**config.mk**
```make
export PLATFORM = sky130hd
export DESIGN_NAME = barrel_shift_arbiter
export DESIGN_NICKNAME = d
export VERILOG_FILES = /design/src/rtl/barrel_shift_pkg.sv /design/src/rtl/barrel_shifter_32bit.sv /design/src/rtl/bs_rr_arbiter.sv /design/src/rtl/barrel_shift_arbiter.sv
export SDC_FILE = /design/constraint.sdc
export NUM_CORES = 1
export LEC_CHECK = 0
export CAP_MARGIN = 20
export CORE_UTILIZATION = 45
export CTS_BUF_LIST = sky130_fd_sc_hd__clkbuf_16
export CTS_CLUSTER_DIAMETER = 150
export CTS_CLUSTER_SIZE = 40
export DETAILED_ROUTE_END_ITERATION = 12
export HOLD_SLACK_MARGIN = 0.1
export PLACE_DENSITY_LB_ADDON = 0.1
export SYNTH_ARGS = -nofsm -noshare
export SYNTH_HDL_FRONTEND = slang
export SYNTH_SLANG_ARGS = --single-unit
export TNS_END_PERCENT = 20
```
**constraint.sdc**
```tcl
create_clock -name clk -period 3.77 [get_ports clk]
set_input_delay 0.754 -clock clk [delete_from_list [all_inputs] [get_ports clk]]
set_output_delay 0.754 -clock clk [all_outputs]
set_load 0.05 [all_outputs]
```
**src/rtl/barrel_shift_pkg.sv**
```systemverilog
// Shared constants and types for the barrel shift arbiter slice.
// Holds the shifter widths, the output slot state type and a rotate-right reference.
package barrel_shift_pkg;

    localparam int DATA_W = 32;
    localparam int AMT_W  = 5;

    typedef enum logic {
        SLOT_EMPTY = 1'b0,
        SLOT_FULL  = 1'b1
    } slot_state_t;

    // Reference rotate-right: the low half of {d,d} shifted right by a.
    function automatic logic [DATA_W-1:0] rotr(
        input logic [DATA_W-1:0] d,
        input logic [AMT_W-1:0]  a
    );
        logic [2*DATA_W-1:0] w_dbl;
        w_dbl = {d, d} >> a;
        return w_dbl[DATA_W-1:0];
    endfunction

endpackage

```
**src/rtl/barrel_shifter_32bit.sv**
```systemverilog
// Combinational 32-bit rotate-right barrel shifter, five log2 stages.
// Ports: i_data operand, i_amt rotate amount (0..31), o_data rotated result.
module barrel_shifter_32bit (
    input  logic [31:0] i_data,
    input  logic [4:0]  i_amt,
    output logic [31:0] o_data
);

    logic [5:0][31:0] w_stage;

    assign w_stage[0] = i_data;

    for (genvar s = 0; s < 5; s++) begin : g_stage
        localparam int SH = 1 << s;
        assign w_stage[s+1] = i_amt[s]
            ? {w_stage[s][SH-1:0], w_stage[s][31:SH]}
            : w_stage[s];
    end

    assign o_data = w_stage[5];

endmodule

```
**src/rtl/bs_rr_arbiter.sv**
```systemverilog
// Round-robin priority picker: first valid requester at or after i_rr_ptr, wrapping.
// Ports: i_req_valid, i_rr_ptr, i_enable in; o_grant one-hot, o_grant_idx out.
module bs_rr_arbiter #(
    parameter int N_REQ = 4,
    parameter int ID_W  = $clog2(N_REQ)
) (
    input  logic [N_REQ-1:0] i_req_valid,
    input  logic [ID_W-1:0]  i_rr_ptr,
    input  logic             i_enable,
    output logic [N_REQ-1:0] o_grant,
    output logic [ID_W-1:0]  o_grant_idx
);

    logic            w_found;
    logic [ID_W-1:0] w_j;
    int              w_sum;

    // o_grant_idx is driven even when disabled so it can steer the
    // operand mux unconditionally; only o_grant is gated.
    always_comb begin
        o_grant     = '0;
        o_grant_idx = '0;
        w_found     = 1'b0;
        w_j         = '0;
        w_sum       = 0;
        for (int k = 0; k < N_REQ; k++) begin
            w_sum = int'(i_rr_ptr) + k;
            if (w_sum >= N_REQ) begin
                w_sum = w_sum - N_REQ;
            end
            w_j = ID_W'(w_sum);
            if (!w_found && i_req_valid[w_j]) begin
                w_found     = 1'b1;
                o_grant_idx = w_j;
            end
        end
        if (w_found && i_enable) begin
            o_grant[o_grant_idx] = 1'b1;
        end
    end

endmodule

```
**src/rtl/barrel_shift_arbiter.sv**
```systemverilog
// Shares one rotate-right shifter among N_REQ valid/ready requesters, round-robin,
// with a single registered output slot tagged by requester id.
// Ports: clk, rst_n; req_valid/req_ready/req_data/req_amt per requester;
// rsp_valid/rsp_ready/rsp_data/rsp_id result slot; op_count accepted-op counter.
module barrel_shift_arbiter
    import barrel_shift_pkg::*;
#(
    parameter int N_REQ = 4,
    parameter int ID_W  = $clog2(N_REQ),
    parameter int CNT_W = 16
) (
    input  logic                         clk,
    input  logic                         rst_n,
    input  logic [N_REQ-1:0]             req_valid,
    output logic [N_REQ-1:0]             req_ready,
    input  logic [N_REQ-1:0][DATA_W-1:0] req_data,
    input  logic [N_REQ-1:0][AMT_W-1:0]  req_amt,
    output logic                         rsp_valid,
    input  logic                         rsp_ready,
    output logic [DATA_W-1:0]            rsp_data,
    output logic [ID_W-1:0]              rsp_id,
    output logic [CNT_W-1:0]             op_count
);

    slot_state_t       r_state;
    slot_state_t       w_state_nxt;
    logic [DATA_W-1:0] r_rsp_data;
    logic [ID_W-1:0]   r_rsp_id;
    logic [ID_W-1:0]   r_rr_ptr;
    logic [CNT_W-1:0]  r_op_count;

    logic              w_slot_free;
    logic              w_enable;
    logic              w_accept;
    logic [N_REQ-1:0]  w_grant;
    logic [ID_W-1:0]   w_gnt_idx;
    logic [ID_W-1:0]   w_rr_nxt;
    logic [DATA_W-1:0] w_sh_data;
    logic [AMT_W-1:0]  w_sh_amt;
    logic [DATA_W-1:0] w_rot;

    assign rsp_valid   = (r_state == SLOT_FULL);
    assign w_slot_free = !rsp_valid || rsp_ready;
    // rst_n gates grants so req_ready is low throughout reset.
    assign w_enable    = w_slot_free && rst_n;

    bs_rr_arbiter #(
        .N_REQ (N_REQ),
        .ID_W  (ID_W)
    ) u_arb (
        .i_req_valid (req_valid),
        .i_rr_ptr    (r_rr_ptr),
        .i_enable    (w_enable),
        .o_grant     (w_grant),
        .o_grant_idx (w_gnt_idx)
    );

    assign req_ready = w_grant;
    assign w_accept  = |w_grant;

    assign w_sh_data = req_data[w_gnt_idx];
    assign w_sh_amt  = req_amt[w_gnt_idx];

    barrel_shifter_32bit u_shifter (
        .i_data (w_sh_data),
        .i_amt  (w_sh_amt),
        .o_data (w_rot)
    );

    assign w_rr_nxt = (w_gnt_idx == ID_W'(N_REQ - 1))
        ? '0
        : w_gnt_idx + 1'b1;

    always_ff @(posedge clk or negedge rst_n) begin
        if (!rst_n) begin
            r_state <= SLOT_EMPTY;
        end else begin
            r_state <= w_state_nxt;
        end
    end

    // A drain and a new accept in the same cycle keep the slot full.
    always_comb begin
        w_state_nxt = r_state;
        unique case (r_state)
            SLOT_EMPTY: begin
                if (w_accept) begin
                    w_state_nxt = SLOT_FULL;
                end
            end
            SLOT_FULL: begin
                if (rsp_ready && !w_accept) begin
                    w_state_nxt = SLOT_EMPTY;
                end
            end
            default: w_state_nxt = SLOT_EMPTY;
        endcase
    end

    always_ff @(posedge clk or negedge rst_n) begin
        if (!rst_n) begin
            r_rsp_data <= '0;
            r_rsp_id   <= '0;
            r_rr_ptr   <= '0;
            r_op_count <= '0;
        end else if (w_accept) begin
            r_rsp_data <= w_rot;
            r_rsp_id   <= w_gnt_idx;
            r_rr_ptr   <= w_rr_nxt;
            r_op_count <= r_op_count + 1'b1;
        end
    end

    assign rsp_data = r_rsp_data;
    assign rsp_id   = r_rsp_id;
    assign op_count = r_op_count;

endmodule

```
# After elaboration in Yosys (flattened, before gate mapping)
# Index checks and enable logic that the tools add are counted.
[word_totals]
latchBits = 0
input_bits = 155
rom_bits = 0
ram_bits = 0
mem_count = 0
output_inout_bits = 55
reg_bits = 53
wordCells = 76
[classes]
mux = 36
n_reduce_logical = 14
div = 0
shifts = 0
n_lt_le_gt_ge = 10
n_bitwise = 1
n_mul = 0
eq_ne = 1
addsub = 9
[ops]
columns = ["op", "count"]
rows = [
  ["32-bit 2-to-1 mux", 6],
  ["32-bit binary-select mux with 2-bit select", 1],
  ["2-bit 2-to-1 mux", 9],
  ["16-bit by 1-bit adder with 16-bit output, second input constant", 1],
  ["2-bit by 3-bit less-than comparator with 1-bit output, second input constant", 5],
  ["1-bit 2-to-1 mux", 11],
  ["5-bit binary-select mux with 2-bit select", 1],
  ["3-bit greater-or-equal comparator, second input constant", 3],
  ["1-bit binary-select mux with 2-bit select", 4],
  ["2-bit by 1-bit subtractor with 2-bit output, second input constant", 4],
  ["1-bit logical AND", 7],
  ["2-bit by 2-bit adder with 3-bit output, second input constant", 2],
  ["1-bit zero test", 5],
  ["5-bit 2-to-1 mux", 1],
  ["4-bit 2-to-1 mux", 1],
  ["4-bit OR reduction", 1],
  ["2-bit by 1-bit adder with 3-bit output, second input constant", 1],
  ["2-bit by 3-bit greater-or-equal comparator with 1-bit output, second input constant", 1],
  ["2-bit by 1-bit adder with 2-bit output, second input constant", 1],
  ["1-bit demux with 2-bit select", 1],
  ["2-bit == test, second input constant", 1],
  ["2-bit by 1-bit greater-or-equal comparator with 1-bit output, second input constant", 1],
  ["1-bit one-hot mux with 2 select lines", 1],
  ["1-bit logical OR", 1],
  ["1-bit NOT", 1],
]

# Depth between registers and ports, before layout
[logic_depth]
word_depth = 24
depth_mapped = 15
depth_no_buf = 12

# Modules after synthesis
# Synthesis repeated with hierarchy kept, for this count alone.
[hier_totals]
hier_cells = 395
area_unflattened_um2 = 5074.9
[modules_own_cells]
columns = ["module", "instances", "cells_per_inst", "seq_area_each_um2", "area_per_inst_um2"]
rows = [
  ["barrel_shift_arbiter", 1, 260, 1326.3, 2990.4],
  ["barrel_shifter_32bit", 1, 116, 0.0, 1949.4],
  ["bs_rr_arbiter", 1, 19, 0.0, 135.1],
]

# Least setup slack after synthesis
# OpenSTA, ideal clock, no wires.
[synth_path]
path_type = "input -> register"
from = "input port req_valid[0]"
to = "register r_op_count[12] (netlist: op_count[12])"
cell_stages = 14
setup_slack_ns = 0.072
required_ns = 3.628
t_arrival_ns = 3.556
n_path_buf = 3
setup_time_ns = 0.142
cell_sequence = "and2_4 -> o21a_1 -> nor3_1 -> buf_2 -> buf_2 -> buf_2 -> ha_1 -> nor4_1 -> nor3_1 -> nand4_1 -> nor2_1 -> and3_1 -> nand3_1 -> xnor2_1"
[synth_between]
elab_chain_len = 18
elab_cells_between_ends = 30
cone_classes = "order compare: 2; mux: 19; reduce/logical: 9"
[synth_lines]
columns = ["item", "line", "rtl"]
rows = [
  ["start: declaration", "barrel_shift_arbiter.sv:14", "input logic [N_REQ-1:0] req_valid,"],
  ["1-bit binary-select mux with 2-bit select", "bs_rr_arbiter.sv:32", "if (!w_found && i_req_valid[w_j]) begin"],
  ["1-bit 2-to-1 mux (implied by the code)", "bs_rr_arbiter.sv:32", ""],
  ["1-bit 2-to-1 mux", "bs_rr_arbiter.sv:32", ""],
  ["1-bit zero test", "bs_rr_arbiter.sv:32", ""],
  ["1-bit logical AND", "bs_rr_arbiter.sv:32", ""],
  ["1-bit 2-to-1 mux", "bs_rr_arbiter.sv:32", ""],
  ["1-bit zero test", "bs_rr_arbiter.sv:32", ""],
  ["1-bit logical AND", "bs_rr_arbiter.sv:32", ""],
  ["[3 not listed]", "n/a", ""],
  ["2-bit 2-to-1 mux (*)", "bs_rr_arbiter.sv:32", ""],
  ["net u_arb.o_grant_idx[0]", "bs_rr_arbiter.sv:11", "output logic [ID_W-1:0] o_grant_idx"],
  ["2-bit by 3-bit less-than comparator with 1-bit output (implied by the code) / 2-bit by 1-bit greater-or-equal comparator with 1-bit output (equally long branches)", "bs_rr_arbiter.sv:38", "o_grant[o_grant_idx] = 1'b1;"],
  ["1-bit logical AND (implied by the code)", "bs_rr_arbiter.sv:38", ""],
  ["1-bit 2-to-1 mux (implied by the code)", "bs_rr_arbiter.sv:38", ""],
  ["1-bit demux with 2-bit select (*)", "n/a", ""],
  ["4-bit 2-to-1 mux (*)", "bs_rr_arbiter.sv:37", "if (w_found && i_enable) begin"],
  ["4-bit OR reduction (*)", "barrel_shift_arbiter.sv:59", "assign w_accept = |w_grant;"],
  ["end signal: assignment", "barrel_shift_arbiter.sv:110", "r_op_count <= r_op_count + 1'b1;"],
  ["end: declaration", "barrel_shift_arbiter.sv:30", "logic [CNT_W-1:0] r_op_count;"],
]
# Mark *: on every way through the listed nets, which the timed path passes. The rest lies on a longest branch. The select of a mux whose other input is x is not followed.
# A chain may end at the register's enable or synchronous reset.

# Worst setup path in the final report
[layout_path]
from = "input port req_valid[2]"
to = "register r_rsp_data[22] (netlist: rsp_data[22])"
[layout_between]
elab_chain_len = 19
elab_cells_between_ends = 39
cone_classes = "order compare: 2; mux: 28; reduce/logical: 9"
[layout_lines]
columns = ["item", "line", "rtl"]
rows = [
  ["branches (longest 19 deep; another with 1-bit binary-select mux with 2-bit select)", "n/a", ""],
  ["end signal: assignment", "barrel_shift_arbiter.sv:107", "r_rsp_data <= w_rot;"],
  ["end: declaration", "barrel_shift_arbiter.sv:27", "logic [DATA_W-1:0] r_rsp_data;"],
]
# Several ways; the timed one is not identified. The select of a mux whose other input is x is not followed.

==> results.yml <==
final_layout:
  layout-drive-gt1-share_pct: 16.93
  fin_util_pct: 71.71
  final_net_count: 1039
  insertedDiodeCount: 0
  fin_cells: 1023
  n_fill_cell: 865
  area_growth_pct: 54.64
worst_setup_path:
  reg2reg_depth: 13
  rr_startpoint: "r_rr_ptr[1]"
  cp.required_ns: 4.00
  critPathLaunchType: "primary input"
  cp-endpoint: "rsp_data[22]"
  worstPathMaxFanout: 18
  rrSetupSlack_ns: 0.54
  critPathCaptureType: "flop"
  startpoint: "req_valid[2]"
  critPathArrivalTime_ns: 3.90
  crit_type: "primary input to flop"
  r2r_end: "rsp_data[22]"
pwr:
  p_int_w: 0.003622
  cellLeakagePower_nw: 3.446
  powerDensity_mw_per_mm2: 926.3
  p_comb_share_pct: 81.3
  p_clk_share_pct: 5.9
  seq_power_share_pct: 12.7
  p_sw_w: 0.003994
  switching_share_pct: 52.44
  ir_worst_vdd_uv: 841.4
timing:
  setup_viol: 0
  timing.hold.ws_ns: 0.4761
  max_freq_mhz: 272.6
  fin_skew_ns: 0.006566
  worstMarginPinSlew_ns: 0.6766
  fin_crit_ns: 3.668
  finalHoldViolations: 0
  slew_violations: 0
  rsz0062_at_grt: "false"
  relSlewSlack_pct: 54.89
  layout_worst_path_cycle_share_pct: 97.30
synthesis:
  async_flop_share_pct: 100.0
  synth-edff-count: 0
  synthDistinctLibCells: 44
  synth_area_leaders: "dfrtp_1 (25%), mux2i_1 (11%), nand3_1 (7.2%)"
  synth_warnings: 0
  syn_nets: 804
  synth_area_leader_cell: "dfrtp_1"
  yosysMostFrequentCell: "nand3_1"
  synth-seq-cells: 53
  yosysSeqAreaShare_pct: 24.94
  yosys_most_used_dff: "dfrtp_1"
  syn_area_per_cell_sq_um: 8.257
  netlist_instances: 644
  netlist_top_cells_count: "nand3_1 (77), nand2_1 (74), mux2i_1 (60)"
  syn_area_sq_mm: 0.005318
  synth_top_area_share_pct: 24.94
floorplanning:
  die_h_um: 110.7
  rows: 39
  die-width_um: 110.7
  die_area_sq_mm: 0.01226
  io_pins: 210
  fp.coreArea_sq_mm: 0.01147
  start_util_pct: 46.37
clock_network:
  cts_sinks: 53
  hold_buffers: 0
  clockRootBuffer: "clkbuf_16"
  clk_path_buf_depth: 2
  clk_latency_ns: 0.29
  tritoncts: "done"
  clkTransAtPathRegs_ns: 0.07
  post-cts-setup-buffers: 0
  htree_levels: 2
  numCtsBuffers: 5
place:
  port_buffers: 209
  placedCellCount: 1014
  gp_congestion: 0.9228
  dp_hpwl_mm: 16.87
route:
  drtPass1Iterations: 5
  drc: 0
  viasPerCell: 6.208
  routed_wirelength_mm: 21.17
  num_vias: 6351
  post_drt_wl_per_cell_um: 20.70
  drtAntennaViolNets: 0
  drt_iter0_drc: 582
global_route:
  overflow: 0
  grt_pass1_wl_mm: 33.35
  track_usage_pct: 33.91
  grt_max_degree: 54
  antenna_found_initial: 0
  grt_pass1_vias: 6326
job:
  drv_cap: 0
worst_hold_path:
  hold_class: "flop to flop"
  min_from: "op_count[15]"
run_status:
  outcome: "completed"
power groups by stage:
stage / logic, W / registers, W / clock network (W)
finish: 0.00620 / 0.000971 / 0.000450
global route: 0.00652 / 0.000992 / 0.000480
CTS: 0.00604 / 0.000968 / 0.000458
detailed placement: 0.00601 / 0.000973 / 0
global placement: 0.00586 / 0.000964 / 0
floorplan: 0.00313 / 0.00165 / 0
metrics by stage:
stage	area (sq um)	power, W	worst slack [ns]	setup TNS (ns)
after detailed placement	8019	0.006981	-0.1819	-3.645
after global routing	8223	0.007996	0.01030	0
after floorplan	5318	0.004788	0.07213	0
final	8223	0.007617	0.1017	0
after global placement	8019	0.006819	-0.1802	-2.327
after CTS	8163	0.007462	0.1146	0
registers in the layout, summed over array words and instances (netlist names):
| register | count |
|---|---|
| rsp_valid | 1 |
| rsp_id | 2 |
| op_count | 16 |
| r_rr_ptr | 2 |
| rsp_data | 32 |
cell families after synthesis:
kind of cell / share of synthesized area [%]
adders and majority gates: 1.176
xor gates and xnor gates: 2.470
buffers and inverters: 5.623
AOI/OAI and AO/OA: 27.81
muxes: 17.48
DFF: 24.94
and+or+nand+nor: 20.49
routing by layer:
metal  wire length (um)  part of all wire, %  track usage [%]
met5                  0                    0                0
met4                668                  3.2            11.29
met2              10480                   50            60.00
met1               8712                   41            41.38
met3               1307                  6.2            6.014
worst min path at each step:
| stage | end | slack, ns | cells after the start |
|---|---|---|---|
| global placement | op_count[15] | 0.45 | 1 |
| floorplan | op_count[0] | 0.46 | 0 |
| detailed placement | op_count[15] | 0.47 | 1 |
| CTS | op_count[15] | 0.48 | 1 |
| finish | op_count[15] | 0.48 | 1 |
| global route | op_count[15] | 0.51 | 1 |
critical path, stage by stage:
cell	delay, ns
clkdlybuf4s50_1	0.58
nand2b_4	0.08
o211a_4	0.24
nor2_4	0.16
inv_2	0.11
a211oi_2	0.28
or2_4	0.20
buf_12	0.18
mux2i_1	0.28
buf_4	0.15
mux2i_1	0.10
mux2_2	0.31
mux2i_1	0.27
a221o_1	0.20
cell type report:
class | count | area, sq um | share of cell area (%)
clock buffer | 5 | 125.1 | 1.522
clock inverter | 3 | 18.77 | 0.2282
inverter | 5 | 18.77 | 0.2282
multi-input combinational | 528 | 3730 | 45.36
sequential | 53 | 1326 | 16.13
tap | 143 | 178.9 | 2.176
timing repair buffer | 286 | 2825 | 34.36
repair_timing:
item                                    CTS  global route
endpoints found under the setup margin    0            18
hold endpoints to repair                  0             0
resized for setup                         0            10
cell usage in the layout, fill, tap and decap left out, types with 22 or more instances in the layout:
master / instances
mux2_2: 28
nand2_1: 74
dfrtp_1: 53
and2_1: 24
mux2i_1: 57
o21ai_0: 44
buf_4: 68
clkdlybuf4s50_1: 203
nand3_1: 77
o211ai_1: 49
and3_1: 22
(Power assumes the default switching activity.)
